`src/rtl/commit_unit.sv`:
```
// Retirement back end: registers RF writes and fetch redirects, buffers committed
// stores in a FIFO drained to data memory, and counts retired instructions.
module commit_unit #(
  parameter int SB_DEPTH = 4
) (
  input  logic        clk_i,
  input  logic        rstn_i,
  input  logic        commit_valid_i,
  input  logic [31:0] commit_pc_i,
  input  logic [31:0] commit_instr_i,
  input  logic [4:0]  commit_rd_addr_i,
  input  logic [31:0] commit_result_i,
  input  logic [31:0] commit_store_data_i,
  input  logic        commit_write_enable_i,
  input  logic        commit_store_to_mem_i,
  input  logic [31:0] commit_new_pc_i,
  input  logic        commit_branch_taken_i,
  output logic        rf_we_o,
  output logic [4:0]  rf_waddr_o,
  output logic [31:0] rf_wdata_o,
  output logic        redirect_valid_o,
  output logic [31:0] redirect_pc_o,
  output logic        flush_o,
  output logic        dmem_req_valid_o,
  input  logic        dmem_req_ready_i,
  output logic [31:0] dmem_addr_o,
  output logic [31:0] dmem_wdata_o,
  output logic [3:0]  dmem_be_o,
  output logic        sb_full_o,
  output logic        sb_empty_o,
  output logic [63:0] instret_o,
  output logic [1:0]  err_o
);

  localparam int PW = $clog2(SB_DEPTH);
  localparam int CW = PW + 1;
  localparam logic [CW-1:0] FULL_CNT = CW'(SB_DEPTH);

  typedef struct packed {
    logic [31:0] addr;
    logic [31:0] data;
    logic [3:0]  be;
  } sb_entry_t;

  typedef struct packed {
    logic      ok;
    logic      misal;
    sb_entry_t e;
  } fmt_t;

  // Align a store to its word and move the data onto the addressed byte lanes.
  function automatic fmt_t format_store(input logic [2:0]  f3,
                                        input logic [31:0] addr,
                                        input logic [31:0] data);
    fmt_t r;
    r        = '0;
    r.e.addr = {addr[31:2], 2'b00};
    r.e.data = data << {addr[1:0], 3'b000};
    case (f3)
      3'b000: begin
        r.ok   = 1'b1;
        r.e.be = 4'b0001 << addr[1:0];
      end
      3'b001: begin
        if (addr[0]) r.misal = 1'b1;
        else begin
          r.ok   = 1'b1;
          r.e.be = 4'b0011 << addr[1:0];
        end
      end
      3'b010: begin
        if (addr[1:0] != 2'b00) r.misal = 1'b1;
        else begin
          r.ok   = 1'b1;
          r.e.be = 4'b1111;
        end
      end
      default: ;
    endcase
    return r;
  endfunction

  sb_entry_t     mem_q [SB_DEPTH];
  logic [PW-1:0] head_q, head_d, tail_q, tail_d;
  logic [CW-1:0] count_q, count_d;
  logic          rf_we_q, rf_we_d;
  logic [4:0]    rf_waddr_q, rf_waddr_d;
  logic [31:0]   rf_wdata_q, rf_wdata_d;
  logic          redir_q, redir_d;
  logic [31:0]   redir_pc_q, redir_pc_d;
  logic [63:0]   instret_q, instret_d;
  logic [1:0]    err_q, err_d;

  fmt_t      st_fmt;
  sb_entry_t head_e;
  logic      st_req, push, pop, overflow, misal, full, nonempty;
  logic      unused_ok;

  assign unused_ok = ^{commit_pc_i, commit_instr_i[31:15], commit_instr_i[11:0]};

  assign full     = (count_q == FULL_CNT);
  assign nonempty = (count_q != '0);
  assign head_e   = mem_q[head_q];

  always_comb begin
    st_fmt   = format_store(commit_instr_i[14:12], commit_result_i, commit_store_data_i);
    st_req   = commit_valid_i && commit_store_to_mem_i && st_fmt.ok;
    misal    = commit_valid_i && commit_store_to_mem_i && st_fmt.misal;
    pop      = nonempty && dmem_req_ready_i;
    // A pop frees the head slot this cycle, so a full buffer can still accept.
    push     = st_req && (!full || pop);
    overflow = st_req && full && !pop;

    head_d  = pop  ? head_q + PW'(1) : head_q;
    tail_d  = push ? tail_q + PW'(1) : tail_q;
    count_d = count_q;
    case ({push, pop})
      2'b10:   count_d = count_q + CW'(1);
      2'b01:   count_d = count_q - CW'(1);
      default: ;
    endcase

    err_d      = err_q | {misal, overflow};
    instret_d  = instret_q + 64'(commit_valid_i);
    rf_we_d    = commit_valid_i && commit_write_enable_i && (commit_rd_addr_i != 5'd0);
    rf_waddr_d = commit_rd_addr_i;
    rf_wdata_d = commit_result_i;
    redir_d    = commit_valid_i && commit_branch_taken_i;
    redir_pc_d = commit_new_pc_i;
  end

  always_ff @(posedge clk_i or negedge rstn_i) begin
    if (!rstn_i) begin
      head_q     <= '0;
      tail_q     <= '0;
      count_q    <= '0;
      rf_we_q    <= 1'b0;
      rf_waddr_q <= '0;
      rf_wdata_q <= '0;
      redir_q    <= 1'b0;
      redir_pc_q <= '0;
      instret_q  <= '0;
      err_q      <= '0;
    end else begin
      head_q     <= head_d;
      tail_q     <= tail_d;
      count_q    <= count_d;
      rf_we_q    <= rf_we_d;
      rf_waddr_q <= rf_waddr_d;
      rf_wdata_q <= rf_wdata_d;
      redir_q    <= redir_d;
      redir_pc_q <= redir_pc_d;
      instret_q  <= instret_d;
      err_q      <= err_d;
    end
  end

  // Payload storage needs no reset; outputs are masked while the buffer is empty.
  always_ff @(posedge clk_i) begin
    if (push) mem_q[tail_q] <= st_fmt.e;
  end

  assign rf_we_o          = rf_we_q;
  assign rf_waddr_o       = rf_waddr_q;
  assign rf_wdata_o       = rf_wdata_q;
  assign redirect_valid_o = redir_q;
  assign redirect_pc_o    = redir_pc_q;
  assign flush_o          = redir_q;
  assign dmem_req_valid_o = nonempty;
  assign dmem_addr_o      = nonempty ? head_e.addr : '0;
  assign dmem_wdata_o     = nonempty ? head_e.data : '0;
  assign dmem_be_o        = nonempty ? head_e.be   : '0;
  assign sb_full_o        = full;
  assign sb_empty_o       = !nonempty;
  assign instret_o        = instret_q;
  assign err_o            = err_q;

endmodule

```
`config.mk`:
```
export PLATFORM = sky130hd
export DESIGN_NAME = commit_unit
export DESIGN_NICKNAME = d
export VERILOG_FILES = /design/src/rtl/commit_unit.sv
export SDC_FILE = /design/constraint.sdc
export NUM_CORES = 1
export LEC_CHECK = 0
export ABC_AREA = 1
export CORE_MARGIN = 10
export CORE_UTILIZATION = 51
export CTS_BUF_LIST = sky130_fd_sc_hd__clkbuf_4 sky130_fd_sc_hd__clkbuf_8 sky130_fd_sc_hd__clkbuf_16
export CTS_CLUSTER_SIZE = 40
export DETAILED_ROUTE_END_ITERATION = 10
export HOLD_SLACK_MARGIN = 0.1
export PLACE_DENSITY_LB_ADDON = 0.12
export SYNTH_ARGS = -nofsm -noshare
export SYNTH_HDL_FRONTEND = slang
export SYNTH_SLANG_ARGS = --single-unit
```
`constraint.sdc`:
```
create_clock -name clk_i -period 7.1 [get_ports clk_i]
set_input_delay 1.775 -clock clk_i [delete_from_list [all_inputs] [get_ports clk_i]]
set_output_delay 1.775 -clock clk_i [all_outputs]
set_load 0.05 [all_outputs]
```
# After elaboration in Yosys (flattened, before gate mapping)
# Memory sizes are Yosys's and may differ from the RTL's.
# Index checks and enable logic that the tools add are counted.
[word_totals]
reg_bits = 144
in_bits = 172
mem_count = 1
romBits = 0
elab_cells = 59
ramBits = 264
latch_bits = 0
output_inout_bits = 209
[memory_table]
columns = ["memory", "words", "width", "rd", "rd_clocked_by_memory_dff", "wr", "line_no", "rtl"]
rows = [
  ["mem_q", 4, 66, 1, 0, 1, "83", "sb_entry_t mem_q [SB_DEPTH];"],
]
[classes]
bitwise = 1
multipliers = 0
add_sub_neg = 5
shift = 3
muxes = 15
div_mod_pow = 0
n_eq_ne = 5
reduce_logical = 19
order_cmp = 0
[op_table]
columns = ["operator", "count"]
rows = [
  ["64-bit by 1-bit adder with 64-bit output", 1],
  ["32-bit two-way mux", 2],
  ["32-bit by 5-bit << shifter with 32-bit output", 1],
  ["4-bit two-way mux", 3],
  ["4-bit one-hot mux with 3 select lines", 1],
  ["1-bit logical AND", 10],
  ["1-bit two-way mux", 6],
  ["3-bit one-hot mux with 2 select lines", 1],
  ["5-bit nonzero test", 1],
  ["2-bit by 1-bit adder with 2-bit output, second input constant", 2],
  ["2-bit nonzero test", 2],
  ["1-bit by 2-bit << shifter with 4-bit output, first input constant", 1],
  ["2-bit by 2-bit << shifter with 4-bit output, first input constant", 1],
  ["3-bit by 1-bit adder with 3-bit output, second input constant", 1],
  ["3-bit by 1-bit equality test with 1-bit output, second input constant", 1],
  ["3-bit by 2-bit equality test with 1-bit output, second input constant", 1],
  ["3-bit equality test, second input constant", 1],
  ["1-bit logical NOT", 3],
  ["3-bit logical NOT", 1],
  ["1-bit one-hot mux with 3 select lines", 1],
  ["3-bit nonzero test", 1],
  ["3-bit by 1-bit subtractor with 3-bit output, second input constant", 1],
  ["2-bit by 1-bit equality test with 1-bit output, second input constant", 1],
  ["2-bit equality test, second input constant", 1],
  ["3 further kinds", 3],
]

# Logic depth before layout (Yosys ltp)
[logic_depth]
depth_word = 7
depth_mapped = 12
depth_no_buf = 12

# Least setup slack after synthesis
# OpenSTA, ideal clock, no wires.
[synth_timing]
path_kind = "input-to-reg"
start = "in commit_result_i[1]"
end = "mem mem_q[0][0] (netlist name) (enable)"
path_slack_ps = 1335
setup_ps = 491
cell_stages = 6
required_time_ps = 6609
path_buffers = 1
arrival_time_ps = 5274
path_cell_list = "buf_2 > nor2_1 > nand3_1 > nand2_1 > nand3_1 > nor2_1"
[synth_via]
elab_chain_len = 7
[synth_rtl]
columns = ["item", "line_no", "rtl"]
rows = [
  ["start: declaration", "12", "input logic [31:0] commit_result_i,"],
  ["2-bit nonzero test", "72", "if (addr[1:0] != 2'b00) r.misal = 1'b1;"],
  ["1-bit two-way mux", "72", ""],
  ["1-bit one-hot mux with 3 select lines", "59", "case (f3)"],
  ["1-bit logical AND", "107", "st_req = commit_valid_i && commit_store_to_mem_i && st_fmt.ok;"],
  ["1-bit logical AND", "111", "push = st_req && (!full || pop);"],
  ["1-bit two-way mux", "160", "if (push) mem_q[tail_q] <= st_fmt.e;"],
  ["1-bit two-way mux (not written as such)", "160", ""],
  ["end: declaration", "83", ""],
]
# No other way between the ends.

# Final worst setup path
[layout_timing]
start = "reg head_q[0]"
end = "out dmem_be_o[1]"
[layout_via]
elab_chain_len = 2
[layout_rtl]
columns = ["item", "line_no", "rtl"]
rows = [
  ["start: declaration", "84", "logic [PW-1:0] head_q, head_d, tail_q, tail_d;"],
  ["start signal: assignment", "134", "head_q <= '0;"],
  ["start signal: assignment", "145", "head_q <= head_d;"],
  ["memory read 4 x 66 bit", "--", ""],
  ["4-bit two-way mux", "172", "assign dmem_be_o = nonempty ? head_e.be : '0;"],
  ["end: declaration", "28", "output logic [3:0] dmem_be_o,"],
]
# No other way between the ends.

==> Flow_metrics.wiki <==
{| class="wikitable"
! Metric !! Value
|-
| Status || finished, final reports clean
|-
| Capture endpoint of the worst hold path || count_q[2]$_DFFE_PN0P_
|-
| Worst R2R End || mem_q[1][19]$_DFFE_PP_
|-
| Register-to-register setup slack || 4.32 ns
|-
| Number of cells produced by synthesis || 1514
|-
| Core box area || 32400 sq um
|-
| Maximum number of pins on one net before global-route repair || 99
|-
| Total setup violations reported at the end of the flow || 0
|-
| Worst-path clk slew || 0.06 ns
|-
| Category of the worst setup path capture point || output port
|-
| FF-to-FF Start || count_q[0]$_DFFE_PN0P_
|-
| Detailed-routing iteration count for the pre-antenna-repair pass || 5
|-
| Fraction of post-synthesis cell area in the top cell type by area || 0.476
|-
| Post-detailed-placement cell area || 20300 sq um
|-
| Fraction of layout instances using a drive strength above 1 || 0.0728
|-
| Post-Syn Area || 16600 sq um
|-
| Yosys warnings || 0
|-
| Clock tree from TritonCTS || yes
|-
| Mean instance size in the synthesized netlist || 11.0 sq um
|-
| Post-layout nets || 2012
|-
| Share of synthesized registers carrying an async set or reset || 0.353
|-
| Normalized max-slew margin || 0.365
|-
| Register-to-Register Path Depth || 7
|-
| WL/cell || 20.6 um
|-
| Clock latency on the worst-skew pair || 0.56 ns
|-
| Number of slew-limit violations in the final report || 0
|-
| Area growth, synth to finish || 31.2%
|-
| Root Driver || sky130_fd_sc_hd__clkbuf_16
|-
| PortBufs || 317
|-
| Peak supply drop || 0.266 mV
|-
| Setup repair after global routing missed its margin || no
|-
| Number of max-cap violations || 0
|-
| Violation count after the first detailed-route iteration || 773
|-
| Deepest clock path buffer count || 3
|-
| Leakage || 8.24 nW
|-
| Element type at the critical path start || flip-flop
|-
| Number of design rule violations left after detail routing || 0
|-
| Hold-fix buffers, CTS || 0
|-
| Inserted Clock Buffers || 43
|-
| Via count || 12200
|-
| Most area-hungry cell type in the Yosys netlist || sky130_fd_sc_hd__edfxtp_1
|-
| Post-synth EDFFs || 264
|-
| Site Rows || 66
|-
| Antenna fix cells || 0
|-
| Footprint of the flip-flops and latches || 11500 sq um
|-
| Clock Sinks || 408
|-
| Total power per unit cell area || 396 nW/um^2
|-
| Critical path data arrival time || 3.67 ns
|-
| Worst Skew || 0.0277 ns
|-
| Least setup slack across all paths after layout || 1.66 ns
|-
| Setup TNS || 0 ns
|-
| Final GP Congestion || 0.868
|-
| Wire length of the first global-routing pass || 72.9 mm
|-
| Fill count || 2475
|-
| Vias per cell || 5.26
|-
| Initial standard-cell utilization of the core || 0.514
|-
| Design Area, Final || 21800 sq um
|-
| Post-CTS Setup Bufs || 0
|-
| Period utilization || 0.767
|-
| Final number of hold-violating endpoints || 0
|-
| Least-Margin Pin Slew || 0.952 ns
|-
| Number of gates given a new drive strength after cts || 0
|-
| Start-to-end type of the worst setup path || flip-flop to output port
|-
| Seq/Total Area, Yosys || 0.693
|-
| Number of cells traversed by the worst hold path || 2
|-
| Routed wire length || 47.6 mm
|-
| Hold_sp || count_q[2]$_DFFE_PN0P_
|-
| Class of the tightest hold or removal check || flip-flop to flip-flop
|-
| Vertical die dimension || 201 um
|-
| Floorplan die area || 40300 sq um
|-
| Area occupied by multi-input gates || 4550 sq um
|-
| Number of antenna violations at the first check in global routing || 0
|-
| Global-route total usage across every layer || 0.232
|-
| Final HPWL DP || 32.1 mm
|-
| Maximum level of the CTS H-tree || 2
|-
| Library cells used by synthesis || 35
|-
| Post-route total power || 8.66 mW
|-
| WP data required || 5.33 ns
|-
| Post-layout min period || 5.44 ns
|-
| Most used DFF post-synth || sky130_fd_sc_hd__edfxtp_1
|-
| Via count of the first global-routing pass || 12200
|-
| Max Clk Rate || 0.184 GHz
|-
| Horiz. Die Dim || 201 um
|-
| Setup slack after placement || 1.94 ns
|-
| Antenna-violating nets left || 0
|-
| Number of primary I/O pins || 381
|-
| Worst-path fanout max || 80
|-
| Leading cell types by total area after synthesis || sky130_fd_sc_hd__edfxtp_1 48%, sky130_fd_sc_hd__dfrtp_1 22%, sky130_fd_sc_hd__nor2_1 8.7%
|-
| Total congestion overflow || 0
|-
| Register bit total from synthesis || 408
|}
==> cells in the mapped netlist (4+ instances only) <==
| master | number |
|---|---|
| sky130_fd_sc_hd__a21oi_1 | 68 |
| sky130_fd_sc_hd__buf_2 | 31 |
| sky130_fd_sc_hd__buf_4 | 4 |
| sky130_fd_sc_hd__clkbuf_1 | 24 |
| sky130_fd_sc_hd__dfrtp_1 | 144 |
| sky130_fd_sc_hd__edfxtp_1 | 264 |
| sky130_fd_sc_hd__ha_1 | 6 |
| sky130_fd_sc_hd__inv_1 | 77 |
| sky130_fd_sc_hd__inv_2 | 5 |
| sky130_fd_sc_hd__nand2_1 | 185 |
| sky130_fd_sc_hd__nand2_2 | 5 |
| sky130_fd_sc_hd__nand3_1 | 42 |
| sky130_fd_sc_hd__nand4_1 | 11 |
| sky130_fd_sc_hd__nor2_1 | 384 |
| sky130_fd_sc_hd__nor2_2 | 5 |
| sky130_fd_sc_hd__nor2_4 | 5 |
| sky130_fd_sc_hd__nor3_1 | 20 |
| sky130_fd_sc_hd__nor3_2 | 5 |
| sky130_fd_sc_hd__o21ai_0 | 137 |
| sky130_fd_sc_hd__o21ai_1 | 14 |
| sky130_fd_sc_hd__o221ai_1 | 17 |
| sky130_fd_sc_hd__xnor2_1 | 14 |
| sky130_fd_sc_hd__xor2_1 | 34 |
==> worst max path at each step <==
stage | startpoint | endpoint | depth (start not counted)
detailed placement | commit_result_i[1] | mem_q[1][24]$_DFFE_PP_ | 7
global placement | commit_result_i[1] | mem_q[1][19]$_DFFE_PP_ | 7
finish | head_q[0]$_DFFE_PN0P_ | dmem_be_o[1] | 6
global route | head_q[0]$_DFFE_PN0P_ | dmem_wdata_o[4] | 6
CTS | head_q[0]$_DFFE_PN0P_ | dmem_be_o[3] | 6
floorplan | commit_result_i[1] | mem_q[0][0]$_DFFE_PP_ | 6
==> layout make-up <==
type,instances,area share
timing repair buffer,334,0.151
tap,442,0.0253
clock buffer,55,0.0548
sequential,408,0.528
clock inverter,25,0.0176
multi-input combinational,963,0.208
inverter,83,0.0144
==> state kept, by name, indices dropped and copies added, names as in the netlist, 2 cells and up <==
signal         cells
head_q             2
mem_q            264
redirect_pc_o     32
instret_o         64
count_q            3
err_o              2
rf_wdata_o        32
rf_waddr_o         5
tail_q             2
==> where the power goes <==
part,switching (mW),internal [mW]
sequential,0.124,2.65
combinational,2.43,1.02
clock,0.937,1.50
total,3.49,5.17
==> cell usage in the layout (no fill, tap or decap), types with 6 or more instances in the layout <==
master and count:
sky130_fd_sc_hd__clkinv_2 10, sky130_fd_sc_hd__xor2_1 34, sky130_fd_sc_hd__dfrtp_1 142, sky130_fd_sc_hd__ha_1 6
sky130_fd_sc_hd__buf_4 17, sky130_fd_sc_hd__nand4_1 11, sky130_fd_sc_hd__nand3_1 42, sky130_fd_sc_hd__clkdlybuf4s50_1 316
sky130_fd_sc_hd__o21ai_1 14, sky130_fd_sc_hd__o221ai_1 17, sky130_fd_sc_hd__a21oi_1 68, sky130_fd_sc_hd__nand2_1 185
sky130_fd_sc_hd__nor3_1 20, sky130_fd_sc_hd__o21ai_0 137, sky130_fd_sc_hd__nor2_1 380, sky130_fd_sc_hd__xnor2_1 14
sky130_fd_sc_hd__clkbuf_16 43, sky130_fd_sc_hd__nor2_4 9, sky130_fd_sc_hd__clkbuf_4 7, sky130_fd_sc_hd__bufinv_16 8
sky130_fd_sc_hd__inv_1 75, sky130_fd_sc_hd__edfxtp_1 264
==> worst max-delay path: stages (launching register included) <==
cell                              delay (ns)
sky130_fd_sc_hd__dfrtp_4                1.01
sky130_fd_sc_hd__buf_4                  0.64
sky130_fd_sc_hd__nor2_1                 0.10
sky130_fd_sc_hd__nor2_1                 0.10
sky130_fd_sc_hd__o21ai_0                0.11
sky130_fd_sc_hd__a21oi_1                0.26
sky130_fd_sc_hd__clkdlybuf4s50_1        0.86
==> kinds of logic after synthesis <==
| family | after synthesis | share of synthesized area |
|---|---|---|
| simple gates | 666 | 0.164 |
| flops | 408 | 0.693 |
| compound gates | 240 | 0.0767 |
| buf+inv | 144 | 0.0357 |
| xor+xnor | 48 | 0.0253 |
| fa+ha+maj | 7 | 0.00571 |
| other cells | 1 | 0.000225 |
==> per-stage QoR <==
| stage | instances | hold WS [ns] | util |
|---|---|---|---|
| detailed placement | 2230 | 0.468 | 0.626 |
| global route | 2310 | 0.527 | 0.675 |
| floorplan | 1515 | 0.462 | - |
| finish | 2310 | 0.506 | 0.675 |
| global placement | 2230 | 0.467 | 0.626 |
| CTS | 2310 | 0.506 | 0.675 |
==> routing by layer <==
metal  GRT usage  part of all wire
met5           0                 0
met4      0.0552             0.020
met3      0.0707             0.096
met2       0.380              0.48
met1       0.296              0.41
Power figures use the tool's default switching activity.
